[config.mk]
export PLATFORM = sky130hd
export DESIGN_NAME = mem_access_responder
export DESIGN_NICKNAME = d
export VERILOG_FILES = /design/src/rtl/mem_if_pkg.sv /design/src/rtl/mem_word_array.sv /design/src/rtl/mem_access_responder.sv
export SDC_FILE = /design/constraint.sdc
export NUM_CORES = 1
export LEC_CHECK = 0
export BUFFER_PORTS_ARGS = -buffer_cell sky130_fd_sc_hd__buf_2
export CAP_MARGIN = 40
export CORE_MARGIN = 10
export CORE_UTILIZATION = 61
export DETAILED_ROUTE_END_ITERATION = 12
export PLACE_DENSITY = 0.79
export SYNTH_ARGS = -nofsm -noshare
export SYNTH_HDL_FRONTEND = slang
export SYNTH_SLANG_ARGS = --single-unit
[constraint.sdc]
create_clock -name clk -period 2.5 [get_ports clk]
set_input_delay 0.375 -clock clk [delete_from_list [all_inputs] [get_ports clk]]
set_output_delay 0.375 -clock clk [all_outputs]
set_load 0.02 [all_outputs]
[src/rtl/mem_if_pkg.sv]
// -----------------------------------------------------------------------------
// mem_if_pkg
// Shared encodings for the control-unit memory strobe interface: responder
// FSM states, access opcode and default bus widths.
// -----------------------------------------------------------------------------
package mem_if_pkg;

    typedef enum logic [1:0] {
        ST_IDLE = 2'd0,
        ST_WAIT = 2'd1,
        ST_RESP = 2'd2
    } state_e;

    localparam logic OP_READ  = 1'b0;
    localparam logic OP_WRITE = 1'b1;

    localparam int DEF_DATA_W = 8;
    localparam int DEF_ADDR_W = 4;

endpackage

[src/rtl/mem_word_array.sv]
// -----------------------------------------------------------------------------
// mem_word_array
// DEPTH x DATA_W word storage with a synchronous write port and a registered
// read port. Contents are never reset; only the read register is.
//
// Ports:
//   clk    in   clock
//   reset  in   synchronous active-high reset (read register only)
//   we     in   write enable
//   re     in   read enable, loads the read register
//   addr   in   word address shared by both ports
//   wdata  in   write data
//   rdata  out  registered read data, held until the next read
// -----------------------------------------------------------------------------
module mem_word_array #(
    parameter int DATA_W = 8,
    parameter int ADDR_W = 4,
    parameter int DEPTH  = 16
) (
    input  logic              clk,
    input  logic              reset,
    input  logic              we,
    input  logic              re,
    input  logic [ADDR_W-1:0] addr,
    input  logic [DATA_W-1:0] wdata,
    output logic [DATA_W-1:0] rdata
);

    logic [DATA_W-1:0] mem_r [DEPTH];
    logic [DATA_W-1:0] rdata_r;

    // Storage write; contents survive reset.
    always_ff @(posedge clk) begin
        if (we) begin
            mem_r[addr] <= wdata;
        end
    end

    // Registered read port; holds its value between reads.
    always_ff @(posedge clk) begin
        if (reset) begin
            rdata_r <= {DATA_W{1'b0}};
        end else if (re) begin
            rdata_r <= mem_r[addr];
        end
    end

    assign rdata = rdata_r;

endmodule

[src/rtl/mem_access_responder.sv]
// -----------------------------------------------------------------------------
// mem_access_responder
// Responder for single-cycle memoryRead / writeMemory strobes. Accepts one
// request in IDLE, waits WAIT_CYCLES states, performs the access against an
// internal word array and pulses done for one cycle.
//
// Ports:
//   clk        in   clock
//   reset      in   synchronous active-high reset
//   mem_read   in   read strobe (sampled in IDLE)
//   mem_write  in   write strobe (sampled in IDLE)
//   addr       in   word address, captured with the request
//   wdata      in   write data, captured with the request
//   rdata      out  read data, valid with done and held until the next read
//   done       out  one-cycle completion pulse
//   busy       out  high from the cycle after acceptance through done
//   req_err    out  one-cycle pulse for a rejected request
//   rd_count   out  completed reads, saturating  (MEM_ACCESS_COUNT_EN only)
//   wr_count   out  completed writes, saturating (MEM_ACCESS_COUNT_EN only)
//
// Optional feature macro: MEM_ACCESS_COUNT_EN (adds the access counters).
// -----------------------------------------------------------------------------
module mem_access_responder
    import mem_if_pkg::*;
#(
    parameter int DATA_W      = DEF_DATA_W,
    parameter int DEPTH       = 16,
    parameter int ADDR_W      = DEF_ADDR_W,
    parameter int WAIT_CYCLES = 1
) (
    input  logic              clk,
    input  logic              reset,
    input  logic              mem_read,
    input  logic              mem_write,
    input  logic [ADDR_W-1:0] addr,
    input  logic [DATA_W-1:0] wdata,
    output logic [DATA_W-1:0] rdata,
    output logic              done,
    output logic              busy,
    output logic              req_err
`ifdef MEM_ACCESS_COUNT_EN
    ,
    output logic [15:0]       rd_count,
    output logic [15:0]       wr_count
`endif
);

    localparam logic [3:0] WAIT_INIT = 4'(WAIT_CYCLES);

    state_e            state_r;
    logic [3:0]        wait_cnt_r;
    logic              op_r;
    logic [ADDR_W-1:0] addr_r;
    logic [DATA_W-1:0] wdata_r;
    logic              done_r;
    logic              busy_r;
    logic              req_err_r;
    logic              strobe_s;
    logic              conflict_s;
    logic              we_s;
    logic              re_s;

    assign strobe_s   = mem_read | mem_write;
    assign conflict_s = mem_read & mem_write;

    // Array access happens on the edge that leaves RESP; reset abandons it.
    always_comb begin
        we_s = 1'b0;
        re_s = 1'b0;
        if (!reset && (state_r == ST_RESP)) begin
            we_s = (op_r == OP_WRITE);
            re_s = (op_r == OP_READ);
        end else begin
            we_s = 1'b0;
            re_s = 1'b0;
        end
    end

    // Request FSM, wait counter and registered status outputs.
    always_ff @(posedge clk) begin
        if (reset) begin
            state_r    <= ST_IDLE;
            wait_cnt_r <= 4'd0;
            op_r       <= OP_READ;
            addr_r     <= {ADDR_W{1'b0}};
            wdata_r    <= {DATA_W{1'b0}};
            done_r     <= 1'b0;
            busy_r     <= 1'b0;
            req_err_r  <= 1'b0;
        end else begin
            done_r    <= 1'b0;
            req_err_r <= 1'b0;
            // busy lags the FSM by one cycle so it covers the done cycle.
            busy_r    <= (state_r != ST_IDLE);
            case (state_r)
                ST_IDLE: begin
                    if (conflict_s) begin
                        req_err_r <= 1'b1;
                    end else if (strobe_s) begin
                        op_r    <= mem_write ? OP_WRITE : OP_READ;
                        addr_r  <= addr;
                        wdata_r <= wdata;
                        if (WAIT_INIT == 4'd0) begin
                            state_r <= ST_RESP;
                        end else begin
                            state_r    <= ST_WAIT;
                            wait_cnt_r <= WAIT_INIT;
                        end
                    end
                end
                ST_WAIT: begin
                    req_err_r <= strobe_s;
                    if (wait_cnt_r == 4'd1) begin
                        state_r    <= ST_RESP;
                        wait_cnt_r <= 4'd0;
                    end else begin
                        wait_cnt_r <= wait_cnt_r - 4'd1;
                    end
                end
                ST_RESP: begin
                    req_err_r <= strobe_s;
                    done_r    <= 1'b1;
                    state_r   <= ST_IDLE;
                end
                default: begin
                    state_r    <= ST_IDLE;
                    wait_cnt_r <= 4'd0;
                end
            endcase
        end
    end

    mem_word_array #(
        .DATA_W (DATA_W),
        .ADDR_W (ADDR_W),
        .DEPTH  (DEPTH)
    ) u_array (
        .clk   (clk),
        .reset (reset),
        .we    (we_s),
        .re    (re_s),
        .addr  (addr_r),
        .wdata (wdata_r),
        .rdata (rdata)
    );

    assign done    = done_r;
    assign busy    = busy_r;
    assign req_err = req_err_r;

`ifdef MEM_ACCESS_COUNT_EN
    logic [15:0] rd_count_r;
    logic [15:0] wr_count_r;

    // Saturating counters of completed accesses.
    always_ff @(posedge clk) begin
        if (reset) begin
            rd_count_r <= 16'd0;
            wr_count_r <= 16'd0;
        end else if (state_r == ST_RESP) begin
            if ((op_r == OP_READ) && (rd_count_r != 16'hFFFF)) begin
                rd_count_r <= rd_count_r + 16'd1;
            end
            if ((op_r == OP_WRITE) && (wr_count_r != 16'hFFFF)) begin
                wr_count_r <= wr_count_r + 16'd1;
            end
        end
    end

    assign rd_count = rd_count_r;
    assign wr_count = wr_count_r;
`endif

endmodule

* Word-level counts from Yosys, hierarchy flattened *
Memories as Yosys holds them, arrays and structs flattened. A register that Yosys moved wholly into a read port is not among the register bits.
Index checks and enable logic that the tools add are counted.

cells by class
  add/subtract/negate cells = 1
  $mul = 0
  divide/modulo/power cells = 0
  $lt $le $gt $ge = 0
  equality and inequality tests = 6
  shifts and indexed selects = 0
  muxes and demuxes = 16
  bitwise logic cells = 5
  reduce and logical (&&, ||, !) cells = 8

operators by type and width
  operator               count
  $mux W4                3
  $pmux W4 S3            1
  $reduce_and A3 Y1      3
  $mux W1                7
  $mux W2                3
  $ne A2 B2 Y1 const B   3
  $eq A4 B1 Y1 const B   1
  $pmux W2 S2            1
  $sub A4 B1 Y4 const B  1
  $not A1 Y1             3
  $eq A2 B1 Y1 const B   1
  $eq A2 B2 Y1 const B   1
  $logic_not A2 Y1       1
  $pmux W1 S2            1
  $reduce_bool A2 Y1     1
  $reduce_or A2 Y1       1
  $and A1 B1 Y1          1
  $logic_and A1 B1 Y1    1
  $logic_not A1 Y1       1
  $or A1 B1 Y1           1

storage, ports and cells
  register bits = 22
  bits in latches = 0
  memory bits (writable) = 128
  bits in read-only memories = 0
  bits of input ports = 16
  word-level logic and storage cells = 45
  memories kept = 1

memories
  name           words  width  rd ports  clocked after Yosys merged registers in  wr ports  line                  text
  u_array.mem_r  16     8      1         1                                        1         mem_word_array.sv:29  logic [DATA_W-1:0] mem_r [DEPTH];

* Depth between registers and ports, before layout *
Gate-level depths: netlist (run 1).

  depth in word-level cells = 5
  gate-level depth with buffers = 7

* Hierarchy *
Synthesis (run 1) repeated with hierarchy kept, for this count alone.

second synthesis, totals
  cells, all modules = 411
  area, all modules = 6288.5 sq um

modules (own cells, without submodules)
  module                times used  cells each  area an instance (sq um)  seq. area each (sq um)
  mem_word_array        1           296         5337.6                    4003.8
  mem_access_responder  1           115         950.9                     440.4

* Least setup slack after synthesis (run 1) *
Ideal clock, no wire load.

  path type = flip-flop to flip-flop
  start = register state_r[0]
  end = memory u_array.mem_r[0][0] (enable)
  setup time = 0.383 ns
  arrival time = 1.798 ns
  required time = 2.117 ns
  setup slack = 0.319 ns
  stages on the path, launching flop included = 7
  buffers on the path = 0
  cells stage by stage = dfxtp_1 inv_1 ha_1 nor2b_2 nand2_1 or3_1 nor3_1

on the way
  cells in the longest elaborated chain, start to end = 5

RTL lines
  what                           line                         text
  start: declaration             mem_access_responder.sv:50   state_e state_r;
  start signal: assignment       mem_access_responder.sv:82   state_r <= ST_IDLE;
  start signal: assignment       mem_access_responder.sv:104  state_r <= ST_RESP;
  start signal: assignment       mem_access_responder.sv:106  state_r <= ST_WAIT;
  $eq A2 B2 Y1                   mem_access_responder.sv:70   if (!reset && (state_r == ST_RESP)) begin
  $logic_and A1 B1 Y1            mem_access_responder.sv:70
  $mux W1                        mem_access_responder.sv:70
  $mux W1                        mem_word_array.sv:34         if (we) begin
  $mux W1 (implied by the code)  mem_word_array.sv:35         mem_r[addr] <= wdata;
  end: declaration               mem_word_array.sv:29

Every way passes these cells.

* Worst setup path in the final report (run 1) *
  start = register state_r[0]
  end = memory u_array.mem_r[0][5] (enable)

The elaborated chain is that of the path after synthesis.

==> impl_metrics.toml, run 1 <==
[sta]
timing_hold_violations_final = 0
drv_slew = 0
timing.final.crit_share_pct = 82.1
finClkSkew_ns = 0.00911
rsz0062_at_grt = "no"
finalSetupViolations = 0
tightest_slew_ns = 0.784
fin_crit_ns = 2.05
tns_ns = 0
fmax_ghz = 0.487
slew_headroom_pct = 47.7

[critical_path]
critPathMaxFanout = 8
regToRegSetupSlack_ns = 0.45
required_ns = 2.73
rr_worst_depth = 7
path_class = "flip-flop to flip-flop"
reg2reg_from = "state_r[0]$_SDFFE_PP0P_"
arrival_ns = 2.28
critPathLaunchType = "flip-flop"
cp-startpoint = "state_r[0]$_SDFFE_PP0P_"
cp-end-kind = "flip-flop"
r2r-end = "u_array.mem_r[0][5]$_DFFE_PP_"

[routing]
wl_per_cell_um = 21.7
drc = 0
wirelength_um = 13200
vias_per_cell = 6.11
drtAntennaViolNets = 0
drt_pass1_iterations = 6
dr_total_vias = 3730
drt_iter0_markers = 415

[die]
initial_core_util_pct = 63.3
ioPinCount = 27
die_x_um = 121
rows = 36
die-area_um2 = 14700
die-height_um = 121
core_um2 = 9910

[cts]
clkSlewWorstSetupHoldPaths_ns = 0.07
clk_latency_ns = 0.52
post_cts_resized = 0
numCtsBuffers = 17
clk_path_buf_depth = 2
cts.sinks = 158
post-cts-setup-buffers = 0
cts_hold_buffers = 0
root_buffer = "clkbuf_8"
cts_tree = "done"
cts_max_level = 4

[global_routing]
grt_max_degree = 41
grt_pass1_vias = 3755
grt-ovfl-total = 0
grt_pass1_wl_um = 20800
grt_usage_pct = 18.6
antenna_found_initial = 0

[synth]
ys.flop_type = "edfxtp_1"
synthesis.nets = 446
synth_cell_types = 37
syn_area_um2 = 6270
avgSynthCellArea_um2 = 14.9
ys_seq_elements = 158
async_reset_ff_share_pct = 0
ys.warnings.count = 0
seq_area_frac_synth_pct = 70.9
syn_inst = 422
synth-edff-count = 128

[job]
cap_violations = 0

[placed_design]
routabilityCongestion = 0.866
port_buffers = 26
dp_cells = 578
dp_hpwl_um = 8390

[pwr]
power_density_nw_per_um2 = 943
p_leak_nw = 2.45
switching_share_pct = 26.8
p_switching_mw = 1.82
seqPwrFrac_pct = 48.6
power.internal_mw = 4.98
power_frac_clock_pct = 37.3
irDropWorstVdd_mv = 0.755
pwr-share-comb_pct = 14.1

[layout]
fin_cells = 610
n_antenna_cell = 0
drive_gt1_share_pct = 16.8
areaGrowthSynthToFinish_pct = 15.0
nets = 488
fillers = 631

[min_path]
whs_path_depth = 3
min_path_type = "input port to flip-flop"
hp-start = "wdata[7]"
worstHoldEndpoint = "wdata_r[7]$_SDFFE_PP0P_"

[run_status]
outcome = "completed"
flip-flops by register name (all words and copies together) (netlist names):
name	count
addr_r	4
wdata_r	8
req_err	1
done	1
state_r	2
u_array.mem_r	128
op_r	1
u_array.rdata	8
wait_cnt_r	4
busy	1
layout by cell type (no fill, tap or decap), drive strengths merged, types with 2 or more instances in the layout:
master	instances
clkbuf	18
buf	46
edfxtp	128
clkinv	6
and2	3
dfxtp	30
ha	8
nand3	16
nor3	9
a22oi	9
nor2	15
nor3b	2
nand2b	4
nor2b	4
or4b	2
inv	12
nand4b	2
mux2i	48
nand2	47
a21oi	27
or3	2
a32oi	8
o22ai	8
o21ai	4
bufinv	3
mux4	8
clkinvlp	2
worst max path at each step:
| stage | cells past startpoint | slack, ns | endpoint |
|---|---|---|---|
| 2_1_floorplan | 6 | 0.32 | u_array.mem_r[0][0]$_DFFE_PP_ |
| 3_3_place_gp | 3 | 0.46 | u_array.mem_r[3][7]$_DFFE_PP_ |
| 3_5_place_dp | 7 | 0.51 | u_array.mem_r[0][1]$_DFFE_PP_ |
| 4_1_cts | 7 | 0.44 | u_array.mem_r[0][7]$_DFFE_PP_ |
| 5_1_grt | 7 | 0.30 | u_array.mem_r[0][5]$_DFFE_PP_ |
| 6_report | 7 | 0.45 | u_array.mem_r[0][5]$_DFFE_PP_ |
stage by stage:
| step | total power [mW] | cell area (µm²) | utilization (%) | worst slack (ns) | hold WS, ns |
|---|---|---|---|---|---|
| finish | 6.80 | 7210 | 72.8 | 0.447 | 0.0895 |
| global route | 7.07 | 7210 | 72.8 | 0.301 | 0.0851 |
| CTS | 6.82 | 7210 | 72.8 | 0.443 | 0.0755 |
| detailed placement | 4.30 | 6620 | 66.8 | 0.507 | 0.472 |
| global placement | 4.25 | 6610 | 66.7 | 0.464 | 0.461 |
| floorplan | 3.97 | 6270 | - | 0.319 | 0.445 |
synth_stat cells (all sizes together) (2+ instances only):
cell    number  share of area [%]
a32oi        8                1.1
o22ai        8               0.80
nand2b       4               0.40
nor3         9               0.72
edfxtp     128                 61
and2         3               0.30
nor2        15               0.90
nor3b        2               0.32
nand3       16                1.3
nor2b        4               0.44
nand4b       2               0.28
or4b         2               0.32
inv          9               0.54
a22oi        9                1.1
mux2i       48                7.7
ha           8                1.6
or3          2               0.20
buf         16                1.5
o21ai        4               0.38
mux4         8                3.2
dfxtp       30                9.6
a21oi       27                2.2
nand2       47                2.8
clkbuf       7               0.42
power groups by stage:
stage	clock network, mW	logic, mW	registers (mW)
finish	2.53	0.960	3.31
global route	2.68	1.06	3.33
CTS	2.56	0.959	3.30
detailed placement	0	0.950	3.35
global placement	0	0.894	3.35
floorplan	0	0.702	3.27
critical path: stages (launching register included):
cell and delay, ns:
dfxtp_1 0.34, inv_1 0.09, ha_1 0.22, nor2b_2 0.25
nand2_1 0.07, or3_1 0.39, nor3_1 0.19, buf_4 0.21
cell families after synthesis:
logic type / share of synthesized area (%)
multiplexers: 10.9
buffers and inverters: 2.41
AND/OR/NAND/NOR: 8.44
flip-flops: 70.9
AO/OA/AOI/OAI: 5.77
adder cells (fa/ha/maj): 1.60
metal layers:
metal	up-vias	wire, µm	track usage (%)
met1	1850	5590	24.5
li1	1691	-	-
met2	168	6400	29.4
met5	-	0	0
met3	21	980	4.56
met4	0	246	7.00
area by class of cell:
type                    count  area (µm²)  share of cell area, %
repair buffers             46         300                   4.16
inverters                   9        33.8                  0.468
flip-flops and latches    158        4450                   61.6
clock buffers              18         428                   5.93
multi-input cells         232        1670                   23.2
clock inverters            14         164                   2.27
well taps                 133         166                   2.31
Power figures use the tool's default switching activity.
==> inputs of run 2 (changes only) <==
--- a/config.mk
+++ b/config.mk
@@ -5,12 +5,13 @@
 export SDC_FILE = /design/constraint.sdc
 export NUM_CORES = 1
 export LEC_CHECK = 0
+export ABC_AREA = 1
 export BUFFER_PORTS_ARGS = -buffer_cell sky130_fd_sc_hd__buf_2
 export CAP_MARGIN = 40
 export CORE_MARGIN = 10
-export CORE_UTILIZATION = 61
+export CORE_UTILIZATION = 55
 export DETAILED_ROUTE_END_ITERATION = 12
-export PLACE_DENSITY = 0.79
+export PLACE_DENSITY = 0.75
 export SYNTH_ARGS = -nofsm -noshare
 export SYNTH_HDL_FRONTEND = slang
 export SYNTH_SLANG_ARGS = --single-unit
==> constraint.sdc (replaced) <==
create_clock -name clk -period 1.8 [get_ports clk]
set_input_delay 0.27 -clock clk [delete_from_list [all_inputs] [get_ports clk]]
set_output_delay 0.27 -clock clk [all_outputs]
set_load 0.02 [all_outputs]
==> run 2 against run 1 <==
Net effect:
- sequential power is 37% higher
- critical path depth is the same
- combinational power grew to 2.8 times the previous value
- largest cell class unchanged
==> impl_metrics.toml, run 2 <==
[synth]
avgSynthCellArea_um2 = 10.1
synth_cell_types = 19
synthesis.nets = 673
synth_xor_area_share_pct = 0
yosys.area.top_type = "edfxtp_1"
ys_seq_elements = 158
synth.area.mux_share_pct = 0
synthAdderAreaFrac_pct = 1.53
synth_top_area_share_pct = 58.9
synth.top_cells.by_area = "edfxtp_1, nand2_1, dfxtp_1, nand3_1, nor2_1"
synth_top_family_by_area = "simple AND/OR/NAND/NOR gates"
ys.warnings.count = 0
syn_area_um2 = 6530
seq_area_frac_synth_pct = 68.1
synth_simple_gate_area_share_pct = 23.9
async_reset_ff_share_pct = 0
synth_compound_area_share_pct = 2.53
syn_inst = 649
ys.flop_type = "edfxtp_1"
synth-edff-count = 128
synth_common_cells = "nand2_1, edfxtp_1, nor2_1"
yosysMostFrequentCell = "nand2_1"

[global_routing]
grt_max_degree = 33
grt-ovfl-total = 0
grt_pass1_vias = 4736
antenna_found_initial = 0
grt_usage_pct = 18.9
grt_pass1_wl_um = 23900

[critical_path]
critPathMaxFanout = 8
rr_worst_depth = 7
path_common_cell = "buf_4"
slowest_delay_ns = 0.37
r2r-end = "u_array.mem_r[6][3]$_DFFE_PP_"
cp_slowest_cell = "dfxtp_1"
critPathLaunchType = "flip-flop"
cp_cell_sequence = "ha_2, inv_1, nor3_2, buf_4, nand3_1, nor2_1, buf_4"
reg2reg_from = "state_r[1]$_SDFFE_PP0P_"
arrival_ns = 1.90
required_ns = 1.92
regToRegSetupSlack_ns = 0.02
cp-end-kind = "flip-flop"
path_class = "flip-flop to flip-flop"

[die]
initial_core_util_pct = 56.7
die-area_um2 = 16600
ioPinCount = 27
core_um2 = 11500
die-height_um = 129
rows = 39
die_x_um = 129

[sta]
drv_slew = 0
timing_hold_violations_final = 0
finClkSkew_ns = 0.00925
tightest_slew_ns = 0.454
finalSetupViolations = 0
slew_headroom_pct = 69.7
whs_ns = 0.0929
fin_crit_ns = 1.78
timing.final.crit_share_pct = 98.6
fmax_ghz = 0.563
rsz0062_at_grt = "yes"

[routing]
dr_total_vias = 4731
drtAntennaViolNets = 0
wl_per_cell_um = 17.6
drt_iter0_markers = 472
wirelength_um = 15300
drc = 0
drt_pass1_iterations = 7
vias_per_cell = 5.44

[layout]
postLayoutCoreUtil_pct = 67.1
drive_gt1_share_pct = 14.9
top_register = "u_array.mem_r"
largest_register_ffs = 128
final_area_um2 = 7720
n_antenna_cell = 0
areaGrowthSynthToFinish_pct = 18.3
layout_commonest_cell = "nand2_1"
nets = 738
final_cell_mix = "nand2_1, edfxtp_1, nor2_1"

[cts]
clk_latency_ns = 0.42
root_buffer = "clkbuf_16"
clk_path_buf_depth = 2
clkSlewWorstSetupHoldPaths_ns = 0.06
cts.sinks = 158
numCtsBuffers = 17
cts_max_level = 4
cts_tree = "done"

[placed_design]
routabilityCongestion = 0.919
port_buffers = 26
dpl_cell_area_um2 = 7060
dp_hpwl_um = 10200

[run_status]
outcome = "completed"

[min_path]
whs_path_depth = 3
min_path_type = "input port to flip-flop"
worstHoldEndpoint = "wdata_r[6]$_SDFFE_PP0P_"
hp-start = "wdata[6]"

[job]
cap_violations = 0

[pwr]
p_leak_nw = 3.25
power_density_nw_per_um2 = 1430
irDropWorstVdd_mv = 1.04
run 2: cells by family (layout without fill, tap and decap cells):
group,count (synthesis),after routing
buffers and inverters,58,136
AOI/OAI and AO/OA,32,32
adders and majority gates,8,8
and+or+nand+nor,393,393
DFF,158,158
run 2: how the worst max path moves through the flow:
stage                                  startpoint                       endpoint  cells after the start
after floorplan           state_r[0]$_SDFFE_PP0P_  u_array.mem_r[0][0]$_DFFE_PP_                      6
after global placement    state_r[0]$_SDFFE_PP0P_  u_array.mem_r[1][2]$_DFFE_PP_                      8
after detailed placement  state_r[0]$_SDFFE_PP0P_  u_array.mem_r[1][2]$_DFFE_PP_                      8
after CTS                 state_r[0]$_SDFFE_PP0P_  u_array.mem_r[0][0]$_DFFE_PP_                      9
after global routing      state_r[0]$_SDFFE_PP0P_  u_array.mem_r[9][1]$_DFFE_PP_                      8
final                     state_r[1]$_SDFFE_PP0P_  u_array.mem_r[6][3]$_DFFE_PP_                      7
run 2: what timing repair did:
action / in CTS / in global routing
gates resized for setup: 0 / 6
hold buffers: 0 / 0
setup buffers: 0 / 0
hold endpoints to repair: 0 / 0
setup endpoints to repair: 0 / 112
run 2: area by class of cell:
cell class	count	area, µm²
inverters	32	120
flip-flops and latches	158	4450
well taps	143	179
multi-input cells	433	1840
clock buffers	26	554
fillers	853	3790
repair buffers	72	492
clock inverters	6	91.3
run 2: routing by layer:
layer | GRT usage [%] | part of all wire [%] | vias up | wire [µm]
met5 | 0 | 0 | - | 0
met4 | 10.4 | 3.1 | 0 | 469
met3 | 4.11 | 6.8 | 34 | 1040
met2 | 31.0 | 49 | 198 | 7530
met1 | 22.8 | 41 | 2218 | 6250
li1 | - | - | 2281 | -
run 2: stage by stage:
step	total power, mW	setup slack [ns]	cells	setup TNS (ns)
4_1_cts	11.0	0.0280	870	0
5_1_grt	11.5	-0.0610	870	-2.91
2_1_floorplan	6.26	-0.0243	649	-3.11
3_3_place_gp	7.19	0.0811	838	0
6_report	11.0	0.0250	870	0
3_5_place_dp	7.26	0.0575	838	0
run 2: critical path, delay by kind of cell (launching register included):
family / cells / cell delay, ns
DFF: 1 / 0.37
buffers and inverters: 3 / 0.41
and+or+nand+nor: 3 / 0.49
adders and majority gates: 1 / 0.19
run 2: power breakdown:
part / internal, mW / total, mW / leakage (nW) / switching (mW)
clock: 2.42 / 3.76 / 0.315 / 1.35
combinational: 0.832 / 2.70 / 1.51 / 1.87
sequential: 4.37 / 4.55 / 1.42 / 0.173
==> inputs of run 3 (changes only) <==
--- a/config.mk
+++ b/config.mk
@@ -9,9 +9,9 @@
 export BUFFER_PORTS_ARGS = -buffer_cell sky130_fd_sc_hd__buf_2
 export CAP_MARGIN = 40
 export CORE_MARGIN = 10
-export CORE_UTILIZATION = 55
+export CORE_UTILIZATION = 65
 export DETAILED_ROUTE_END_ITERATION = 12
-export PLACE_DENSITY = 0.75
+export PLACE_DENSITY = 0.83
 export SYNTH_ARGS = -nofsm -noshare
 export SYNTH_HDL_FRONTEND = slang
 export SYNTH_SLANG_ARGS = --single-unit
==> constraint.sdc (replaced) <==
create_clock -name clk -period 2.05 [get_ports clk]
set_input_delay 0.3075 -clock clk [delete_from_list [all_inputs] [get_ports clk]]
set_output_delay 0.3075 -clock clk [all_outputs]
set_load 0.02 [all_outputs]
==> run 3 against run 2 <==
Net effect:
- global-route usage increased by 3.0 points
- hold slack got worse by 0.060 ns
- register-to-register slack improved by 0.03 ns
- clock skew increased by 0.0037 ns
- first-iteration DRC count increased by 27%
- core utilization increased by 11 points
- sequential share of layout area increased by 0.91 points
- clock power decreased by 15%
- routed wire length increased by 1.2%
- sequential power decreased by 9.5%
- combinational power decreased by 19%
==> impl_metrics.toml, run 3 (same netlist as run 2, synthesis figures left out) <==
[die]
core_um2 = 9770
die_x_um = 120
ioPinCount = 27
die-height_um = 120
rows = 36
die-area_um2 = 14400
initial_core_util_pct = 66.8

[placed_design]
routabilityCongestion = 0.986
port_buffers = 26
dp_cells = 818
dp_hpwl_um = 10000

[sta]
finalSetupViolations = 0
fin_crit_ns = 2.00
tns_ns = 0
timing.final.crit_share_pct = 97.5
finClkSkew_ns = 0.0129
drv_slew = 0
whs_ns = 0.0332
fmax_ghz = 0.500
timing_hold_violations_final = 0
tightest_slew_ns = 0.841
rsz0062_at_grt = "yes"
slew_headroom_pct = 43.9

[critical_path]
critPathMaxFanout = 8
slowest_delay_ns = 0.34
arrival_ns = 2.23
cp_cell_sequence = "inv_1, ha_1, inv_1, nor3_1, buf_4, nand3_1, nor2_1, buf_4"
required_ns = 2.28
path_class = "flip-flop to flip-flop"
regToRegSetupSlack_ns = 0.05
cp-end-kind = "flip-flop"
cp_slowest_cell = "dfxtp_1"
rr_worst_depth = 8
critPathLaunchType = "flip-flop"

[cts]
clk_path_buf_depth = 2
post-cts-setup-buffers = 0
clkSlewWorstSetupHoldPaths_ns = 0.06
cts_tree = "done"
numCtsBuffers = 17
cts.sinks = 158
root_buffer = "clkbuf_8"
cts_max_level = 4
clk_latency_ns = 0.53

[global_routing]
grt_pass1_wl_um = 24200
grt-ovfl-total = 0
grt_pass1_vias = 4751
grt_usage_pct = 21.8
antenna_found_initial = 0
grt_max_degree = 38

[layout]
areaGrowthSynthToFinish_pct = 16.5
nets = 729
drive_gt1_share_pct = 13.6
layout_commonest_cell = "nand2_1"
n_antenna_cell = 0
fin_cells = 851
final_cell_mix = "nand2_1, edfxtp_1, nor2_1"
largest_register_ffs = 128
fillers = 587
top_register = "u_array.mem_r"

[routing]
wirelength_um = 15500
drt_pass1_iterations = 6
dr_total_vias = 4866
vias_per_cell = 5.72
drtAntennaViolNets = 0
drc = 0
drt_iter0_markers = 598
wl_per_cell_um = 18.2

[job]
cap_violations = 0

[pwr]
total_power_mw = 9.53
p_leak_nw = 3.18
power_density_nw_per_um2 = 1250
irDropWorstVdd_mv = 0.891

[run_status]
outcome = "completed"

[min_path]
whs_path_depth = 3
min_path_type = "input port to flip-flop"
==> run 3: cell types whose count changed in the layout (fill, tap and decap cells not counted), sizes merged <==
| cell | previous run | this run |
|---|---|---|
| buf | 72 | 62 |
| bufinv | 2 | 4 |
| clkbuf | 26 | 20 |
| clkinv | 4 | 3 |
| clkinvlp | 0 | 2 |
| dlygate4sd3 | 0 | 1 |
| inv | 32 | 35 |
==> run 3: worst paths after layout <==
check,start,to
worst min register to register,wdata_r[3]$_SDFFE_PP0P_,wdata_r[3]$_SDFFE_PP0P_
worst max-delay path,state_r[0]$_SDFFE_PP0P_,u_array.mem_r[7][4]$_DFFE_PP_
worst max register to register,state_r[0]$_SDFFE_PP0P_,u_array.mem_r[7][4]$_DFFE_PP_
worst min-delay path,wdata[3],wdata_r[3]$_SDFFE_PP0P_
==> run 3: final cells by class <==
| type | count | area [µm²] | share of cell area [%] |
|---|---|---|---|
| Sequential cell | 158 | 4450 | 58.5 |
| Multi-Input combinational cell | 433 | 1840 | 24.2 |
| Clock buffer | 20 | 425 | 5.59 |
| Timing Repair Buffer | 63 | 423 | 5.56 |
| Clock inverter | 12 | 184 | 2.42 |
| Tap cell | 133 | 166 | 2.19 |
| Inverter | 32 | 120 | 1.58 |
==> run 3: critical path: cells and delay by family, from the launching register on <==
| kind | cells | cell delay [ns] |
|---|---|---|
| and+or+nand+nor | 3 | 0.59 |
| buffers and inverters | 4 | 0.57 |
| adders and majority gates | 1 | 0.20 |
| DFF | 1 | 0.34 |
==> run 3: per-stage QoR <==
| stage | util, % | setup WS [ns] | instance area [µm²] |
|---|---|---|---|
| after floorplan | - | 0.226 | 6530 |
| after global placement | 71.3 | 0.172 | 6970 |
| after detailed placement | 71.3 | 0.122 | 6970 |
| after CTS | 77.6 | 0.0565 | 7590 |
| after global routing | 77.8 | -0.0796 | 7600 |
| final | 77.8 | 0.0503 | 7600 |
==> run 3: power by group <==
group | internal [mW] | total [mW] | switching [mW]
Combinational | 0.667 | 2.20 | 1.53
Sequential | 3.84 | 4.12 | 0.282
Clock | 1.99 | 3.21 | 1.22
Total | 6.50 | 9.53 | 3.03
==> run 3: repair_timing <==
| action | CTS | global route |
|---|---|---|
| setup endpoints to repair | 0 | 120 |
| hold buffers | 1 | 0 |
| hold endpoints to repair | 1 | 0 |
| resized for setup | 0 | 4 |
==> run 3: per-layer routing <==
metal,global-route usage (%),vias to the layer above,part of all wire (%)
li1,-,2255,-
met1,26.3,2298,38
met2,36.7,262,51
met3,5.03,51,7.8
met4,10.3,0,3.0
met5,0,-,0
